===== config.mk =====
export PLATFORM = sky130hd
export DESIGN_NAME = id_exe_stage_reg
export DESIGN_NICKNAME = d
export VERILOG_FILES = /design/src/rtl/id_exe_stage_reg.sv
export SDC_FILE = /design/constraint.sdc
export NUM_CORES = 1
export LEC_CHECK = 0
export ABC_AREA = 1
export BUFFER_PORTS_ARGS = -buffer_cell sky130_fd_sc_hd__buf_2
export CAP_MARGIN = 10
export CORE_AREA = 3 3 138 140
export DETAILED_ROUTE_END_ITERATION = 12
export DIE_AREA = 0 0 141 143
export GPL_ROUTABILITY_DRIVEN = 0
export HOLD_SLACK_MARGIN = 0.1
export PLACE_DENSITY = 0.7
export SYNTH_ARGS = -nofsm -noshare
export SYNTH_HDL_FRONTEND = slang
export SYNTH_SLANG_ARGS = --single-unit
export TNS_END_PERCENT = 100

===== constraint.sdc =====
create_clock -name clk -period 1.7 [get_ports clk]
set_input_delay 0.34 -clock clk [delete_from_list [all_inputs] [get_ports clk]]
set_output_delay 0.34 -clock clk [all_outputs]
set_load 0.005 [all_outputs]

===== src/rtl/id_exe_stage_reg.sv =====
// ID/EXE pipeline register: captures decoded control and operands each cycle,
// with flush/freeze/bubble handling and saturating bubble/flush event counters.
module id_exe_stage_reg #(
    parameter int DATA_W = 32,
    parameter int CNT_W  = 16
) (
    input  logic              clk,
    input  logic              rst,
    input  logic              flush,
    input  logic              freeze,
    input  logic              hazard,
    input  logic              valid_in,
    input  logic [DATA_W-1:0] pc_in,
    input  logic [3:0]        exe_cmd_in,
    input  logic              mem_read_in,
    input  logic              mem_write_in,
    input  logic              wb_en_in,
    input  logic              s_in,
    input  logic              b_in,
    input  logic [DATA_W-1:0] val_rn_in,
    input  logic [DATA_W-1:0] val_rm_in,
    input  logic              imm_in,
    input  logic [11:0]       shift_operand_in,
    input  logic [23:0]       signed_imm_24_in,
    input  logic [3:0]        dest_in,
    input  logic [3:0]        src1_in,
    input  logic [3:0]        src2_in,
    input  logic [3:0]        status_in,
    output logic              valid_out,
    output logic [DATA_W-1:0] pc_out,
    output logic [3:0]        exe_cmd_out,
    output logic              mem_read_out,
    output logic              mem_write_out,
    output logic              wb_en_out,
    output logic              s_out,
    output logic              b_out,
    output logic [DATA_W-1:0] val_rn_out,
    output logic [DATA_W-1:0] val_rm_out,
    output logic              imm_out,
    output logic [11:0]       shift_operand_out,
    output logic [23:0]       signed_imm_24_out,
    output logic [3:0]        dest_out,
    output logic [3:0]        src1_out,
    output logic [3:0]        src2_out,
    output logic [3:0]        status_out,
    output logic [CNT_W-1:0]  bubble_cnt,
    output logic [CNT_W-1:0]  flush_cnt
);

    typedef struct packed {
        logic              valid;
        logic [DATA_W-1:0] pc;
        logic [3:0]        exe_cmd;
        logic              mem_read;
        logic              mem_write;
        logic              wb_en;
        logic              s;
        logic              b;
        logic [DATA_W-1:0] val_rn;
        logic [DATA_W-1:0] val_rm;
        logic              imm;
        logic [11:0]       shift_operand;
        logic [23:0]       signed_imm_24;
        logic [3:0]        dest;
        logic [3:0]        src1;
        logic [3:0]        src2;
        logic [3:0]        status;
    } stage_t;

    stage_t stage_in;
    stage_t stage_reg;
    stage_t stage_next;
    logic [1:0] event_hit;

    assign stage_in = '{
        valid:         valid_in,
        pc:            pc_in,
        exe_cmd:       exe_cmd_in,
        mem_read:      mem_read_in,
        mem_write:     mem_write_in,
        wb_en:         wb_en_in,
        s:             s_in,
        b:             b_in,
        val_rn:        val_rn_in,
        val_rm:        val_rm_in,
        imm:           imm_in,
        shift_operand: shift_operand_in,
        signed_imm_24: signed_imm_24_in,
        dest:          dest_in,
        src1:          src1_in,
        src2:          src2_in,
        status:        status_in
    };

    // An all-zero slot decodes as a no-op downstream, so flush and bubble share it.
    always_comb begin
        stage_next = stage_in;
        if (flush) begin
            stage_next = '0;
        end else if (freeze) begin
            stage_next = stage_reg;
        end else if (hazard) begin
            stage_next = '0;
        end
    end

    always_ff @(posedge clk) begin
        if (rst) begin
            stage_reg <= '0;
        end else begin
            stage_reg <= stage_next;
        end
    end

    // index 0: bubble inserted, index 1: capture flushed
    assign event_hit[0] = !flush && !freeze && hazard;
    assign event_hit[1] = flush;

    generate
        for (genvar gi = 0; gi < 2; gi++) begin : g_cnt
            logic [CNT_W-1:0] cnt_reg;
            always_ff @(posedge clk) begin
                if (rst) begin
                    cnt_reg <= '0;
                end else if (event_hit[gi] && !(&cnt_reg)) begin
                    cnt_reg <= cnt_reg + CNT_W'(1);
                end
            end
        end
    endgenerate

    assign bubble_cnt = g_cnt[0].cnt_reg;
    assign flush_cnt  = g_cnt[1].cnt_reg;

    assign valid_out         = stage_reg.valid;
    assign pc_out            = stage_reg.pc;
    assign exe_cmd_out       = stage_reg.exe_cmd;
    assign mem_read_out      = stage_reg.mem_read;
    assign mem_write_out     = stage_reg.mem_write;
    assign wb_en_out         = stage_reg.wb_en;
    assign s_out             = stage_reg.s;
    assign b_out             = stage_reg.b;
    assign val_rn_out        = stage_reg.val_rn;
    assign val_rm_out        = stage_reg.val_rm;
    assign imm_out           = stage_reg.imm;
    assign shift_operand_out = stage_reg.shift_operand;
    assign signed_imm_24_out = stage_reg.signed_imm_24;
    assign dest_out          = stage_reg.dest;
    assign src1_out          = stage_reg.src1;
    assign src2_out          = stage_reg.src2;
    assign status_out        = stage_reg.status;

endmodule


Word level (Yosys, flattened, before mapping)
Index checks and enable logic that the tools add are counted.

word-level totals
  register bits = 191
  input port bits = 164
  output and inout port bits = 191
  word-level logic and storage cells = 33

operators by class
  add/sub/neg operators = 2
  muxes and demuxes = 1
  reductions and logical operators = 11

operators with widths
  cell                                                             count
  159-bit two-way mux                                              1
  16-bit by 1-bit adder with 16-bit output, second input constant  2
  16-bit AND reduction                                             2
  1-bit logical AND                                                4
  1-bit logical NOT                                                4
  2-bit OR reduction                                               1

Longest topological paths before layout
  word-level depth = 4
  mapped depth = 10
  gate-level depth less buffers = 9

Worst setup path before layout
OpenSTA, ideal clock, no wires.

  kind = register -> register
  start point = register g_cnt[0].cnt_reg[0], in the netlist bubble_cnt[0]
  end point = register g_cnt[0].cnt_reg[9], in the netlist bubble_cnt[9]
  arrival = 1.286 ns
  required time = 1.585 ns
  slack = 0.299 ns
  stages on the path, launching flop included = 8
  buffers on the path = 1
  path through = dfxtp_1 ha_1 nand3_1 inv_1 nand4_4 buf_6 a21oi_1 nor2_1

on the way
  cells in the longest elaborated chain, start to end = 3
  elaborated cells on any way between the ends = 4
  those cells by class = add/sub (1); reduce/logical (3)

ends and longest elaborated chain
  element                                                                           line  source
  start: declaration                                                                121   logic [CNT_W-1:0] cnt_reg;
  start signal: assignment                                                          126   cnt_reg <= cnt_reg + CNT_W'(1);
  branches (longest 3 deep; another with 16-bit by 1-bit adder with 16-bit output)  -

Several ways; the timed one is not identified.
A chain may end at the register's enable or synchronous reset.

Final worst setup path
  start point = register g_cnt[0].cnt_reg[8], in the netlist bubble_cnt[8]
  end point = register g_cnt[0].cnt_reg[10], in the netlist bubble_cnt[10]

The elaborated chain is that of the path after synthesis.

==> impl_metrics.csv <==
group,metric,value,unit
critical_path,critPathArrivalTime,1.80,ns
clock_network,cts_setup_buffers,0,
critical_path,end_kind,"flip-flop",
critical_path,cp.required,2.02,ns
placed_design,port_buffers,354,
synth,postSynthCellCount,975,
grt,grt_max_degree,130,
run,cap_violations,0,
timing,relSlewSlack,0.625,
clock_network,clock-root-buffer,"clkbuf_16",
placed_design,place_ws,0.244,ns
synth,yosysTopAreaCellShare,0.526,
synth,ys_top_cells_by_area,"dfxtp_1 53%, nand2_1 20%, a21oi_1 12%, nor2_1 3.4%, nand3_1 2.3%",
power_and_ir_drop,fin_total_pwr,9140,uW
timing,tightestPinTransition,0.562,ns
routing,drt-initial-drc-count,381,
critical_path,cp_max_fo,5,
critical_path,crit_path_start_kind,"flip-flop",
floorplanning,die_w,141,um
grt,antenna_found_initial,4,
hold_path,hold_depth,2,
timing,finalSetupTns,0,ns
grt,grt_pass1_wl,33900,um
timing,period_share,0.870,
routing,drc,0,
timing,finalSetupViolations,0,
synth,yosysTopAreaCell,"dfxtp_1",
power_and_ir_drop,p_leak,0.00447,uW
floorplanning,core,18000,um^2
timing,hold_violations,0,
grt,first_global_vias,6609,
floorplanning,die_h,143,um
finish,stdcell_count,1547,
synth,netlist_area,7280,um^2
hold_path,hold_class,"in -> reg",
floorplanning,dieArea,20200,um^2
clock_network,path_clk_slew,0.07,ns
clock_network,h-tree-depth,4,
synth,synth_most_common_cell,"nand2_1",
critical_path,regToRegStartpoint,"bubble_cnt[8]",
timing,fin_crit,1.48,ns
clock_network,cts_hold_buf,0,
finish,drive_above_1_share,0.323,
synth,synth_commonest_cells,"391 x nand2_1, 191 x dfxtp_1, 178 x a21oi_1",
placed_design,hpwlAfterDp,16000,um
clock_network,clock_latency,0.42,ns
clock_network,cts_tree,"yes",
clock_network,cts_buffers,17,
timing,max_freq,0.676,GHz
timing,grt_setup_unrepaired,"false",
synth,avgSynthCellArea,7.46,um^2
finish,area_delta_synth_final,34.5,%
synth,yosysSeqAreaShare,0.526,
timing,drv_slew,0,
power_and_ir_drop,powerDensity,934,nW/um^2
grt,grt-ovfl-total,0,
grt,track_usage,0.209,
timing,fin_ws,0.221,ns
routing,firstDrtPassIters,5,
routing,drtAntennaViolNets,0,
status,status,"complete, no violations",
finish,final_nets,1470,
synth,synthesis.nets,1141,
critical_path,rr_worst_depth,7,
clock_network,cts_sinks,191,
placed_design,dp.cells,1514,
synth,yosys_warnings,0,
floorplanning,start_util,0.405,
routing,viasPerCell,4.76,
synth,synthArstFlopShare,0,
synth,synth_top_flop_cell,"dfxtp_1",
critical_path,worstSetupPathType,"reg -> reg",
routing,vias,7361,
synth,synth-seq-cells,191,
hold_path,hold_path_startpoint,"rst",
floorplanning,rows,49,
synth,yosysUniqueCellTypes,28,
power_and_ir_drop,ir_drop,0.667,mV
clock_network,clockBufferDepth,2,
synth,synth-edff-count,0,
timing,clock_skew,0.00907,ns
routing,avgRoutedWirePerCell,14.5,um
critical_path,ff2ff_setup_slack,0.22,ns
floorplanning,ios,355,
routing,totalWireLength,22400,um
clock_network,postCtsResizedCells,0,
critical_path,crit_start,"bubble_cnt[8]",
[cell families (layout without fill, tap and decap cells)]
| group | after synthesis | after routing | share of synthesized area |
|---|---|---|---|
| AND/OR/NAND/NOR | 519 | 519 | 0.292 |
| flip-flops | 191 | 191 | 0.526 |
| AO/OA/AOI/OAI | 182 | 182 | 0.125 |
| buffers and inverters | 80 | 422 | 0.0526 |
| adder cells (fa/ha/maj) | 2 | 2 | 0.00344 |
| XOR/XNOR | 1 | 1 | 0.00120 |
| other | 0 | 1 | 0 |
[report_power, final]
| group | total [uW] | switching, uW | internal (uW) | leakage, uW |
|---|---|---|---|---|
| Clock | 3870 | 1830 | 2040 | 0.000268 |
| Combinational | 682 | 389 | 293 | 0.00265 |
| Sequential | 4590 | 40.0 | 4550 | 0.00155 |
| Total | 9140 | 2260 | 6880 | 0.00447 |
[cell type report]
type | count | area, um^2
well taps | 229 | 287
flip-flops and latches | 191 | 3820
repair buffers | 368 | 1940
inverters | 22 | 82.6
fillers | 1773 | 8180
multi-input cells | 704 | 3080
diodes | 1 | 2.50
clock buffers | 21 | 470
clock inverters | 11 | 98.8
[routing by layer]
metal / vias up / GRT usage / part of all wire
met5: - / 0 / 0.0017
met4: 6 / 0.0954 / 0.031
met3: 54 / 0.0653 / 0.082
met2: 288 / 0.336 / 0.48
met1: 3245 / 0.257 / 0.41
li1: 3768 / - / -
[per-stage QoR]
step                      hold WS [ns]  instance area, um^2  utilization
after global placement           0.448                 9210        0.513
after CTS                        0.124                 9780        0.544
after detailed placement         0.450                 9210        0.513
after floorplan                  0.409                 7280            -
final                            0.143                 9780        0.545
after global routing             0.133                 9780        0.545
[sequential cells by signal, summed over array words and instances, names as in the netlist, 4 cells and up]
register / cells
pc_out: 32
val_rm_out: 32
val_rn_out: 32
signed_imm_24_out: 24
bubble_cnt: 16
flush_cnt: 16
shift_operand_out: 12
dest_out: 4
exe_cmd_out: 4
src1_out: 4
src2_out: 4
status_out: 4
[critical path, stage by stage (launching register included)]
cell and delay, ns:
dfxtp_1 0.46, nand2_2 0.15, nor3_2 0.29, nand2_1 0.20, nand3_1 0.14, nand2_1 0.06
nand2_1 0.05, nor2_1 0.04
[cells in the final DEF (no fill, tap or decap), types with 2 or more instances in the layout]
| cell | instances |
|---|---|
| nand2_1 | 390 |
| buf_2 | 353 |
| dfxtp_1 | 191 |
| a21oi_1 | 178 |
| nor2_1 | 65 |
| nand3_1 | 33 |
| inv_1 | 19 |
| clkbuf_16 | 17 |
| buf_4 | 10 |
| nor2_2 | 8 |
| nand2_2 | 6 |
| nor2_4 | 5 |
| buf_12 | 5 |
| nor3_1 | 4 |
| clkinvlp_4 | 4 |
| inv_2 | 3 |
| clkbuf_8 | 3 |
| inv_8 | 3 |
| nand2_4 | 2 |
| nand4_1 | 2 |
| o21ai_1 | 2 |
| ha_1 | 2 |
| inv_6 | 2 |
| clkinv_4 | 2 |
[worst paths after layout]
path                    end
max          bubble_cnt[10]
min           bubble_cnt[1]
max reg2reg  bubble_cnt[10]
min reg2reg       pc_out[5]
No activity file was read; power rests on OpenSTA's default activity.
